==> src/rtl/rhs_pkg.sv <==
// rtl/rhs_pkg.sv - shared command encodings, sequencer states and pipeline tag type
package rhs_pkg;

  localparam logic [31:0] CMD_CLEAR     = 32'h6A00_0000;
  localparam logic [31:0] CMD_CALIBRATE = 32'h5500_0000;
  localparam logic [31:0] CMD_DUMMY     = 32'hE800_0000;
  localparam int          PIPE_DEPTH    = 2;

  typedef enum logic [2:0] {
    ST_IDLE,
    ST_CLEAR,
    ST_CALIB,
    ST_CAL_DUMMY,
    ST_RUN,
    ST_WAIT,
    ST_HALT
  } state_e;

  typedef struct packed {
    logic       valid;
    logic [3:0] ch;
  } pipe_tag_t;

  function automatic logic [31:0] cmd_convert(input logic [3:0] ch);
    return {10'b0, 2'b00, ch, 16'h0000};
  endfunction

endpackage

==> src/rtl/rhs_pipe_tracker.sv <==
// rtl/rhs_pipe_tracker.sv - tracks which conversion the chip's delayed result belongs to
module rhs_pipe_tracker
  import rhs_pkg::*;
(
  input  logic      clk_i,
  input  logic      rst_i,
  input  logic      flush_i,
  input  logic      adv_i,
  input  pipe_tag_t tag_i,
  output pipe_tag_t tag_o
);

  pipe_tag_t stage_q [PIPE_DEPTH];

  always_ff @(posedge clk_i) begin
    if (rst_i || flush_i) begin
      for (int i = 0; i < PIPE_DEPTH; i++) stage_q[i] <= '0;
    end else if (adv_i) begin
      stage_q[0] <= tag_i;
      for (int i = 1; i < PIPE_DEPTH; i++) stage_q[i] <= stage_q[i-1];
    end
  end

  // Oldest entry is the owner of the word arriving with the current spi_done.
  assign tag_o = stage_q[PIPE_DEPTH-1];

endmodule

==> src/rtl/rhs_cmd_sequencer.sv <==
// rtl/rhs_cmd_sequencer.sv - RHS chip command sequencer: calibrate, then round-robin convert
module rhs_cmd_sequencer
  import rhs_pkg::*;
#(
  parameter int NUM_CH      = 16,
  parameter int CAL_DUMMIES = 9,
  parameter int TIMEOUT     = 1023
) (
  input  logic        clk_i,
  input  logic        rst_i,
  input  logic        enable_i,
  output logic        spi_start_o,
  output logic [31:0] spi_cmd_o,
  input  logic        spi_done_i,
  input  logic [31:0] spi_rx_i,
  output logic        sample_valid_o,
  output logic [3:0]  sample_ch_o,
  output logic [15:0] sample_data_o,
  output logic        frame_done_o,
  output logic        calibrating_o,
  output logic        timeout_err_o
);

  localparam int         TW      = $clog2(TIMEOUT + 2);
  localparam int         DW      = $clog2(CAL_DUMMIES + 2);
  localparam logic [3:0] LAST_CH = 4'(NUM_CH - 1);

  state_e        state_q, src_q;
  logic          spi_start_q, sample_valid_q, frame_done_q, calibrating_q, timeout_err_q;
  logic          need_low_q, halt_cnt_q;
  logic [31:0]   spi_cmd_q, cmd_d;
  logic [3:0]    ch_q, sample_ch_q;
  logic [15:0]   sample_data_q;
  logic [TW-1:0] wait_cnt_q;
  logic [DW-1:0] dum_cnt_q;
  pipe_tag_t     tag_q, tag_d, pipe_tag;
  logic          pipe_adv, timeout_hit;
  logic          unused_rx;

  assign unused_rx   = ^spi_rx_i[31:16];
  assign pipe_adv    = (state_q == ST_WAIT) && spi_done_i;
  assign timeout_hit = (state_q == ST_WAIT) && !spi_done_i && (wait_cnt_q == TW'(TIMEOUT));

  rhs_pipe_tracker u_pipe (
    .clk_i  (clk_i),
    .rst_i  (rst_i),
    .flush_i(timeout_hit),
    .adv_i  (pipe_adv),
    .tag_i  (tag_q),
    .tag_o  (pipe_tag)
  );

  always_comb begin
    cmd_d = CMD_DUMMY;
    tag_d = '0;
    unique case (state_q)
      ST_CLEAR: cmd_d = CMD_CLEAR;
      ST_CALIB: cmd_d = CMD_CALIBRATE;
      ST_RUN: begin
        cmd_d = cmd_convert(ch_q);
        tag_d = {1'b1, ch_q};
      end
      default: ;
    endcase
  end

  always_ff @(posedge clk_i) begin
    if (rst_i) begin
      state_q        <= ST_IDLE;
      src_q          <= ST_IDLE;
      spi_start_q    <= 1'b0;
      spi_cmd_q      <= '0;
      sample_valid_q <= 1'b0;
      sample_ch_q    <= '0;
      sample_data_q  <= '0;
      frame_done_q   <= 1'b0;
      calibrating_q  <= 1'b0;
      timeout_err_q  <= 1'b0;
      need_low_q     <= 1'b0;
      halt_cnt_q     <= 1'b0;
      ch_q           <= '0;
      wait_cnt_q     <= '0;
      dum_cnt_q      <= '0;
      tag_q          <= '0;
    end else begin
      spi_start_q    <= 1'b0;
      sample_valid_q <= 1'b0;
      frame_done_q   <= 1'b0;
      unique case (state_q)
        ST_IDLE: begin
          if (!enable_i) begin
            need_low_q <= 1'b0;
          end else if (!need_low_q) begin
            state_q       <= ST_CLEAR;
            calibrating_q <= 1'b1;
          end
        end
        ST_CLEAR, ST_CALIB, ST_CAL_DUMMY, ST_RUN, ST_HALT: begin
          // HALT always runs to completion; elsewhere a low enable aborts before issuing.
          if (!enable_i && state_q != ST_HALT) begin
            calibrating_q <= 1'b0;
            halt_cnt_q    <= 1'b0;
            state_q       <= (state_q == ST_CLEAR) ? ST_IDLE : ST_HALT;
          end else begin
            spi_start_q <= 1'b1;
            spi_cmd_q   <= cmd_d;
            tag_q       <= tag_d;
            src_q       <= state_q;
            wait_cnt_q  <= '0;
            state_q     <= ST_WAIT;
            if (state_q == ST_RUN) ch_q <= (ch_q == LAST_CH) ? 4'd0 : ch_q + 4'd1;
          end
        end
        ST_WAIT: begin
          if (spi_done_i) begin
            if (pipe_tag.valid) begin
              sample_valid_q <= 1'b1;
              sample_ch_q    <= pipe_tag.ch;
              sample_data_q  <= spi_rx_i[15:0];
              frame_done_q   <= (pipe_tag.ch == LAST_CH);
            end
            unique case (src_q)
              ST_CLEAR: state_q <= ST_CALIB;
              ST_CALIB: begin
                dum_cnt_q <= '0;
                ch_q      <= '0;
                if (CAL_DUMMIES == 0) begin
                  state_q       <= ST_RUN;
                  calibrating_q <= 1'b0;
                end else begin
                  state_q <= ST_CAL_DUMMY;
                end
              end
              ST_CAL_DUMMY: begin
                dum_cnt_q <= dum_cnt_q + DW'(1);
                if (dum_cnt_q == DW'(CAL_DUMMIES - 1)) begin
                  state_q       <= ST_RUN;
                  calibrating_q <= 1'b0;
                end else begin
                  state_q <= ST_CAL_DUMMY;
                end
              end
              ST_HALT: begin
                halt_cnt_q <= halt_cnt_q + 1'b1;
                state_q    <= halt_cnt_q ? ST_IDLE : ST_HALT;
              end
              default: state_q <= ST_RUN;
            endcase
          end else if (timeout_hit) begin
            timeout_err_q <= 1'b1;
            need_low_q    <= 1'b1;
            calibrating_q <= 1'b0;
            state_q       <= ST_IDLE;
          end else begin
            wait_cnt_q <= wait_cnt_q + TW'(1);
          end
        end
        default: state_q <= ST_IDLE;
      endcase
    end
  end

  assign spi_start_o    = spi_start_q;
  assign spi_cmd_o      = spi_cmd_q;
  assign sample_valid_o = sample_valid_q;
  assign sample_ch_o    = sample_ch_q;
  assign sample_data_o  = sample_data_q;
  assign frame_done_o   = frame_done_q;
  assign calibrating_o  = calibrating_q;
  assign timeout_err_o  = timeout_err_q;

endmodule
==> config.mk <==
export PLATFORM = sky130hd
export DESIGN_NAME = rhs_cmd_sequencer
export DESIGN_NICKNAME = d
export VERILOG_FILES = /design/src/rtl/rhs_pkg.sv /design/src/rtl/rhs_pipe_tracker.sv /design/src/rtl/rhs_cmd_sequencer.sv
export SDC_FILE = /design/constraint.sdc
export NUM_CORES = 1
export LEC_CHECK = 0
export CAP_MARGIN = 15
export CORE_MARGIN = 2
export CORE_UTILIZATION = 38
export CTS_CLUSTER_SIZE = 8
export DETAILED_ROUTE_END_ITERATION = 6
export PLACE_DENSITY_LB_ADDON = 0.05
export SKIP_LAST_GASP = 1
export SLEW_MARGIN = 15
export SYNTH_ARGS = -nofsm -noshare
export SYNTH_HDL_FRONTEND = slang
export SYNTH_SLANG_ARGS = --single-unit
==> constraint.sdc <==
create_clock -name clk_i -period 2.05 [get_ports clk_i]
set_input_delay 0.41 -clock clk_i [delete_from_list [all_inputs] [get_ports clk_i]]
set_output_delay 0.41 -clock clk_i [all_outputs]
set_load 0.02 [all_outputs]
Word-level counts from Yosys, hierarchy flattened

Memories as Yosys holds them, arrays and structs flattened.
Cells that the tools add are included.

Bitwise logic cells: 7
Eq/ne operators: 30
Reduce and logical (&&, ||, !) cells: 26
Mux-type cells: 47
$add $sub $neg: 4

Operators by type and width:

| cell                    | number |
|---|---|
| $pmux W32 S3            | 1 |
| $mux W11                | 3 |
| $mux W3                 | 8 |
| $pmux W11 S2            | 1 |
| $mux W4                 | 5 |
| $mux W1                 | 19 |
| $ne A2 B2 Y1 const B    | 9 |
| $pmux W4 S2             | 2 |
| $mux W5                 | 3 |
| $eq A3 B2 Y1 const B    | 4 |
| $eq A3 B3 Y1 const B    | 4 |
| $eq A4 B4 Y1 const B    | 3 |
| $pmux W3 S4             | 1 |
| $reduce_and A3 Y1       | 4 |
| $reduce_and A4 Y1       | 3 |
| $add A11 B1 Y11 const B | 1 |
| $eq A11 B10 Y1 const B  | 1 |
| $ne A3 B2 Y1 const B    | 3 |
| $pmux W3 S3             | 1 |
| $add A4 B1 Y4 const B   | 2 |
| $reduce_and A7 Y1       | 1 |
| $eq A3 B1 Y1 const B    | 2 |
| $ne A2 B1 Y1 const B    | 3 |
| $reduce_bool A2 Y1      | 3 |
| other kinds (17)        | 27 |

Input port bits: 36
Word-level logic and storage cells: 132
Register bits: 89
Memories: 1
Output and inout port bits: 57
RAM bits: 10

Memory list:

| memory         | depth | width | read ports | clocked after memory_dff | write ports | line                   | text |
|---|---|---|---|---|---|---|---|
| u_pipe.stage_q | 2     | 5     | 2          | 0                        | 2           | rhs_pipe_tracker.sv:13 | `pipe_tag_t stage_q [PIPE_DEPTH];` |

Longest topological paths before layout

Gate-level depths: netlist of the first run.

Word-level depth: 7
Depth in mapped cells: 7
Mapped depth without buffers: 7

By module

Synthesis of the first run repeated with hierarchy kept, for this count alone.

Cells, all modules: 419
Area, all modules: 3,636.0 um2

Modules (own cells, without submodules):

| module            | area an instance (um2) | times used | cells each | seq. area each (um2) |
|---|---|---|---|---|
| rhs_cmd_sequencer | 3,151.8                | 1          | 390        | 1,321.3 |
| rhs_pipe_tracker  | 484.2                  | 1          | 29         | 300.3 |

Least setup slack after synthesis of the first run

OpenSTA, ideal clock, no wires.

Kind: register -> register
Start: reg wait_cnt_q[0]
End: mem u_pipe.stage_q[0][0] (netlist name), enable pin
Stages on the path, launching flop included: 6
Period minus slack after synthesis: 2.116 ns
Path slack: -0.066 ns
Arrival time: 1.767 ns
Library setup time: 0.349 ns
Required time: 1.701 ns
Buffers on the path: 0
Path through: dfxtp_1 -> ha_1 -> inv_1 -> or4_4 -> or3_4 -> nand3_1

RTL lines:

| item                   | line                     | text |
|---|---|---|
| from (decl)            | rhs_cmd_sequencer.sv:34  | `logic [TW-1:0] wait_cnt_q;` |
| from (signal assigned) | rhs_cmd_sequencer.sv:155 | `wait_cnt_q <= wait_cnt_q + TW'(1);` |
| to (decl)              | rhs_pipe_tracker.sv:13   |  |

==> results of run 1 <==
## cell families after synthesis
family	share of synthesized area, %
AOI/OAI and AO/OA	15.46
and+or+nand+nor	24.85
DFF	46.27
other	0.1070
muxes	1.178
adders and majority gates	1.428
buffers and inverters	8.711
xor gates and xnor gates	1.999
## state kept, by name, indices dropped and copies added (netlist names), 3 cells and up
name / count
ch_q: 4
dum_cnt_q: 4
sample_ch_o: 4
sample_data_o: 16
spi_cmd_o: 9
src_q: 3
state_q: 3
tag_q: 5
u_pipe.stage_q: 10
wait_cnt_q: 11
## layout by cell type (no fill, tap or decap), types with 4 or more instances in the layout
master,instances
sky130_fd_sc_hd__nand2_1,70
sky130_fd_sc_hd__dfxtp_1,66
sky130_fd_sc_hd__clkdlybuf4s50_1,55
sky130_fd_sc_hd__a21oi_1,49
sky130_fd_sc_hd__nor2_1,31
sky130_fd_sc_hd__buf_4,31
sky130_fd_sc_hd__conb_1,20
sky130_fd_sc_hd__o21ai_0,16
sky130_fd_sc_hd__and3_1,13
sky130_fd_sc_hd__edfxtp_1,10
sky130_fd_sc_hd__clkbuf_8,9
sky130_fd_sc_hd__inv_1,8
sky130_fd_sc_hd__nand3_1,8
sky130_fd_sc_hd__and2_1,5
sky130_fd_sc_hd__nor3_1,5
sky130_fd_sc_hd__or3_1,4
sky130_fd_sc_hd__nor2b_1,4
sky130_fd_sc_hd__a211oi_1,4
sky130_fd_sc_hd__xor2_1,4
sky130_fd_sc_hd__xnor2_1,4
sky130_fd_sc_hd__ha_1,4
## stage by stage
stage	std cells	utilization (%)	area (um2)	total power [mW]
after floorplan	425	-	3581	2.194
after global placement	578	46.69	4253	2.424
after detailed placement	578	46.69	4253	2.425
after CTS	594	48.67	4433	3.522
after global routing	594	48.75	4441	3.671
final	594	48.75	4441	3.480
## report_power, final
group | leakage (nW) | total, mW | switching [mW] | internal (mW)
Sequential | 0.636 | 1.67 | 0.0925 | 1.58
Clock | 0.0929 | 1.09 | 0.631 | 0.460
Combinational | 0.964 | 0.720 | 0.402 | 0.318
Total | 1.69 | 3.48 | 1.13 | 2.35
## critical path, stage by stage, from the launching register on
cell and delay (ps):
sky130_fd_sc_hd__dfxtp_1 360, sky130_fd_sc_hd__ha_1 180, sky130_fd_sc_hd__inv_1 60, sky130_fd_sc_hd__or4_4 520
sky130_fd_sc_hd__or3_4 360, sky130_fd_sc_hd__nand3_4 170
## metal layers
metal / wire length [um] / share of wire, %
met1: 3704 / 49
met2: 3409 / 45
met3: 269 / 3.6
met4: 153 / 2.0
met5: 0 / 0
## final timing paths
path	start	endpoint	slack (ps)	depth (start not counted)
max	wait_cnt_q[1]$_SDFFE_PP0P_	u_pipe.stage_q[0][9]$_SDFFCE_PN0P_	110	5
min	timeout_err_o$_SDFFE_PP0P_	timeout_err_o$_SDFFE_PP0P_	450	2
max reg2reg	wait_cnt_q[1]$_SDFFE_PP0P_	u_pipe.stage_q[0][9]$_SDFFCE_PN0P_	110	5
min reg2reg	timeout_err_o$_SDFFE_PP0P_	timeout_err_o$_SDFFE_PP0P_	450	2
## layout make-up
class	count	area, um2
Sequential cell	76	1622
Inverter	8	30.03
Clock buffer	9	123.9
Tap cell	111	138.9
Clock inverter	7	56.30
Timing Repair Buffer	88	808.3
Fill cell	926	4668
Multi-Input combinational cell	295	1662
==> impl_metrics.py, run 1 <==
metrics = {
    "clocking": {
        "h-tree-depth": 3,
        "tritoncts_clock_tree": "done",
        "tritoncts_num_sinks": 76,
        "max-clock-path-buffers": 2,
        "insertion_delay_of_the_later_clocked_pin_in_the_worst_skew_pair_ps": 360,
        "cts-resized-gates": 0,
        "cts_inserted_buffers": 9,
        "holdBufCountCts": 0,
        "clk_transition_reported_paths_ps": 80,
        "cts.root.buffer_cell": "sky130_fd_sc_hd__clkbuf_8",
        "post-cts-setup-buffer-count": 0,
    },
    "layout": {
        "fraction_of_layout_cells_with_a_size_suffix_above_1_pct": 13.66,
        "finish.net_count": 518,
        "antenna_cells_inserted": 0,
        "area_growth_pct": 26.70,
    },
    "yosys": {
        "post_synth_edffs": 10,
        "post_synth_instance_area_um2": 3505,
        "async_reset_ff_share_pct": 0,
        "most_frequently_used_flop_master_after_synthesis": "sky130_fd_sc_hd__dfxtp_1",
        "avgSynthCellArea_um2": 8.632,
        "ys_ff_latch": 76,
        "synth_cell_types": 56,
        "synthMostInstantiatedCell": "sky130_fd_sc_hd__nand2_1",
        "yosys-top-cells-area": "sky130_fd_sc_hd__dfxtp_1 (38%), sky130_fd_sc_hd__edfxtp_1 (8.6%), sky130_fd_sc_hd__nand2_1 (7.5%)",
        "most_frequent_cells_after_synthesis": "sky130_fd_sc_hd__nand2_1 (70), sky130_fd_sc_hd__dfxtp_1 (66), sky130_fd_sc_hd__a21oi_1 (49), sky130_fd_sc_hd__nor2_1 (31), sky130_fd_sc_hd__buf_4 (25)",
        "synth_largest_type_area_fraction_pct": 37.70,
        "post-synth-top-area-cell": "sky130_fd_sc_hd__dfxtp_1",
        "synthesis.yosys.warnings": 0,
        "synthesis.instances": 406,
        "synth-seq-area-share_pct": 46.27,
    },
    "timing": {
        "clock_skew_ps": 12.65,
        "finalHoldViolations": 0,
        "timing.final.setup_violations": 0,
        "achievable-frequency_ghz": 0.5144,
        "worst_slew_pin_slew_ps": 605.0,
        "setup_slack_ps": 106.0,
        "hold_ws_ps": 452.1,
        "final_max_slew_viol_count": 0,
        "grt_setup_unrepaired": "false",
        "timing.final.crit_share_pct": 94.83,
        "maxSlewHeadroom_pct": 59.66,
        "min_period_ps": 1944,
        "finalSetupTns_ps": 0,
    },
    "place": {
        "detailedPlace.worstSlack_ps": -90.76,
        "dp_hpwl_um": 5095,
        "rd_place_congestion": 0.7827,
        "numPortBuffers": 56,
    },
    "routing": {
        "detail_route.iter0.violations": 129,
        "totalWireLength_um": 7537,
        "firstDrtPassIters": 4,
        "detail_route.wl_per_cell_um": 12.69,
        "drtAntennaViolNets": 0,
        "drcViolationCount": 0,
        "route.detailed.vias_per_inst": 4.948,
        "route.vias.total": 2939,
    },
    "global_route": {
        "gr_busiest_metal": "met2",
        "antenna_violations_before_repair": 0,
        "grt_pass1_vias": 2642,
        "grt_max_degree": 57,
        "grt_pass1_wl_um": 12340,
        "grtUsageMet3_pct": 2.786,
        "tot_gr_track_use_pct": 15.43,
        "grt_use_met1_pct": 19.88,
        "grt_remaining_overflow": 0,
        "use_met2_pct": 25.16,
    },
    "job": {
        "maxCapViolations": 0,
    },
    "floorplanning": {
        "starting_density_of_the_core_pct": 38.48,
        "core_region_area_um2": 9109,
        "floorplan.die.width_um": 100.0,
        "rows": 35,
        "io_pins": 93,
        "die_h_um": 100.0,
        "die-area_um2": 10010,
    },
    "power_and_ir_drop": {
        "p_per_area_nw_per_um2": 783.6,
        "leakage_power_nw": 1.694,
        "worst_ir_drop_vdd_mv": 0.3556,
    },
    "run_status": {
        "run_status": "complete, no violations",
    },
    "critical_path": {
        "critical_path_peak_fanout": 10,
        "cp-start-kind": "flop",
        "cp.arrival_ps": 2000,
        "timing.critical_path.to_type": "flop",
        "data_required_time_at_the_worst_endpoint_ps": 2100,
        "setup.worst_path.class": "flop to flop",
    },
    "hold_path": {
        "worst_hold_path_type": "flop to flop",
    },
}
Note: power is estimated with default switching activity, not from simulation.
==> run 2, diff against run 1 <==
--- a/config.mk
+++ b/config.mk
@@ -5,6 +5,7 @@
 export SDC_FILE = /design/constraint.sdc
 export NUM_CORES = 1
 export LEC_CHECK = 0
+export ABC_CLOCK_PERIOD_IN_PS = 2200
 export CAP_MARGIN = 15
 export CORE_MARGIN = 2
 export CORE_UTILIZATION = 38
==> constraint.sdc (replaced) <==
create_clock -name clk_i -period 2.2 [get_ports clk_i]
set_input_delay 0.44 -clock clk_i [delete_from_list [all_inputs] [get_ports clk_i]]
set_output_delay 0.44 -clock clk_i [all_outputs]
set_load 0.02 [all_outputs]
==> impl_metrics.py, run 2 (synthesized netlist as in run 1, its figures left out) <==
metrics = {
    "run_status": {
        "run_status": "complete, no violations",
    },
    "layout": {
        "ff_latch_area_um2": 1622,
        "finish.net_count": 508,
        "area_growth_pct": 24.56,
        "layout.filler_cells": 930,
        "antenna_cells_inserted": 0,
        "finish.utilization_pct": 47.93,
        "multi_input_gate_area_um2": 1649,
        "layout.cells.most_common_list": "sky130_fd_sc_hd__nand2_1 (70), sky130_fd_sc_hd__dfxtp_1 (66), sky130_fd_sc_hd__clkdlybuf4s50_1 (55), sky130_fd_sc_hd__a21oi_1 (49), sky130_fd_sc_hd__nor2_1 (31)",
        "largest_register_ff_count": 16,
        "fraction_of_layout_cells_with_a_size_suffix_above_1_pct": 11.42,
        "final_area_um2": 4365,
        "final_common_cell": "sky130_fd_sc_hd__nand2_1",
    },
    "timing": {
        "maxSlewHeadroom_pct": 59.03,
        "achievable-frequency_ghz": 0.4797,
        "finalHoldViolations": 0,
        "timing.final.setup_violations": 0,
        "hold_ws_ps": 453.0,
        "min_period_ps": 2085,
        "final_max_slew_viol_count": 0,
        "finalSetupTns_ps": 0,
        "clock_skew_ps": 9.215,
        "grt_setup_unrepaired": "false",
        "worst_slew_pin_slew_ps": 614.6,
        "timing.final.crit_share_pct": 94.76,
    },
    "floorplanning": {
        "floorplan.die.width_um": 100.0,
        "die_h_um": 100.0,
        "io_pins": 93,
        "core_region_area_um2": 9109,
        "starting_density_of_the_core_pct": 38.48,
        "die-area_um2": 10010,
        "rows": 35,
    },
    "clocking": {
        "tritoncts_num_sinks": 76,
        "holdBufCountCts": 0,
        "cts-resized-gates": 0,
        "h-tree-depth": 3,
        "clk_transition_reported_paths_ps": 80,
        "cts.root.buffer_cell": "sky130_fd_sc_hd__clkbuf_8",
        "post-cts-setup-buffer-count": 0,
        "insertion_delay_of_the_later_clocked_pin_in_the_worst_skew_pair_ps": 350,
        "tritoncts_clock_tree": "done",
        "cts_inserted_buffers": 9,
        "max-clock-path-buffers": 2,
    },
    "routing": {
        "drcViolationCount": 0,
        "detail_route.wl_per_cell_um": 12.58,
        "drtAntennaViolNets": 0,
        "totalWireLength_um": 7344,
        "detail_route.iter0.violations": 126,
        "firstDrtPassIters": 4,
        "route.detailed.vias_per_inst": 4.954,
        "route.vias.total": 2893,
    },
    "place": {
        "numPortBuffers": 56,
        "dp_hpwl_um": 5029,
        "placedInstanceArea_um2": 4173,
        "rd_place_congestion": 0.7957,
    },
    "global_route": {
        "tot_gr_track_use_pct": 15.42,
        "grt_remaining_overflow": 0,
        "grt_pass1_wl_um": 12440,
        "grt_pass1_vias": 2695,
        "antenna_violations_before_repair": 0,
        "grt_max_degree": 57,
    },
    "power_and_ir_drop": {
        "worst_ir_drop_vdd_mv": 0.3351,
        "leakage_power_nw": 1.645,
        "p_per_area_nw_per_um2": 739.6,
    },
    "critical_path": {
        "critical_path_peak_fanout": 5,
        "setup.worst_path.class": "flop to flop",
        "data_required_time_at_the_worst_endpoint_ps": 2270,
        "cp-start-kind": "flop",
        "cp.arrival_ps": 2150,
        "timing.critical_path.to_type": "flop",
    },
    "hold_path": {
        "worst_hold_path_type": "flop to flop",
    },
    "job": {
        "maxCapViolations": 0,
    },
}
## run 2: path summary, 6_finish.rpt
kind / start / endpoint / slack (ps) / cells past startpoint
setup / recovery: wait_cnt_q[0]$_SDFFE_PP0P_ / u_pipe.stage_q[0][5]$_SDFFCE_PN0P_ / 120 / 6
hold / removal: tag_q[2]$_SDFFE_PP0P_ / tag_q[2]$_SDFFE_PP0P_ / 450 / 2
setup reg to reg: wait_cnt_q[0]$_SDFFE_PP0P_ / u_pipe.stage_q[0][5]$_SDFFCE_PN0P_ / 120 / 6
hold reg to reg: tag_q[2]$_SDFFE_PP0P_ / tag_q[2]$_SDFFE_PP0P_ / 450 / 2
## run 2: routing by layer
metal	part of all wire (%)	wire length (um)	global-route usage [%]	vias up
li1	-	-	-	1492
met1	48	3506	19.04	1338
met2	46	3414	26.14	58
met3	4.9	362	4.666	5
met4	0.82	60	4.426	0
met5	0	0	0	-
## run 2: cell type report
class,count,area share (%)
multi-input cells,295,37.78
clock inverters,6,1.003
flip-flops and latches,76,37.15
clock buffers,10,3.411
well taps,111,3.181
inverters,8,0.6879
repair buffers,78,16.80
## run 2: stage by stage
step / power (mW) / cells / worst slack [ps]
after global placement: 2.239 / 568 / -21.11
after CTS: 3.285 / 584 / 99.21
after global routing: 3.421 / 584 / 8.340
after detailed placement: 2.246 / 568 / -45.46
final: 3.229 / 584 / 115.3
after floorplan: 2.043 / 425 / 83.98
## run 2: critical path, cell delays in order, from the launching register on
cell and delay, ps:
sky130_fd_sc_hd__dfxtp_1 360, sky130_fd_sc_hd__ha_1 210, sky130_fd_sc_hd__inv_1 90, sky130_fd_sc_hd__or4_4 520
sky130_fd_sc_hd__or3_4 350, sky130_fd_sc_hd__nand3_1 110, sky130_fd_sc_hd__buf_4 160
## run 2: power breakdown
part | internal [mW] | switching [mW] | total, mW | leakage [nW]
Combinational | 0.282 | 0.356 | 0.638 | 0.909
Clock | 0.484 | 0.536 | 1.02 | 0.0998
Sequential | 1.47 | 0.101 | 1.57 | 0.636
Total | 2.24 | 0.992 | 3.23 | 1.65
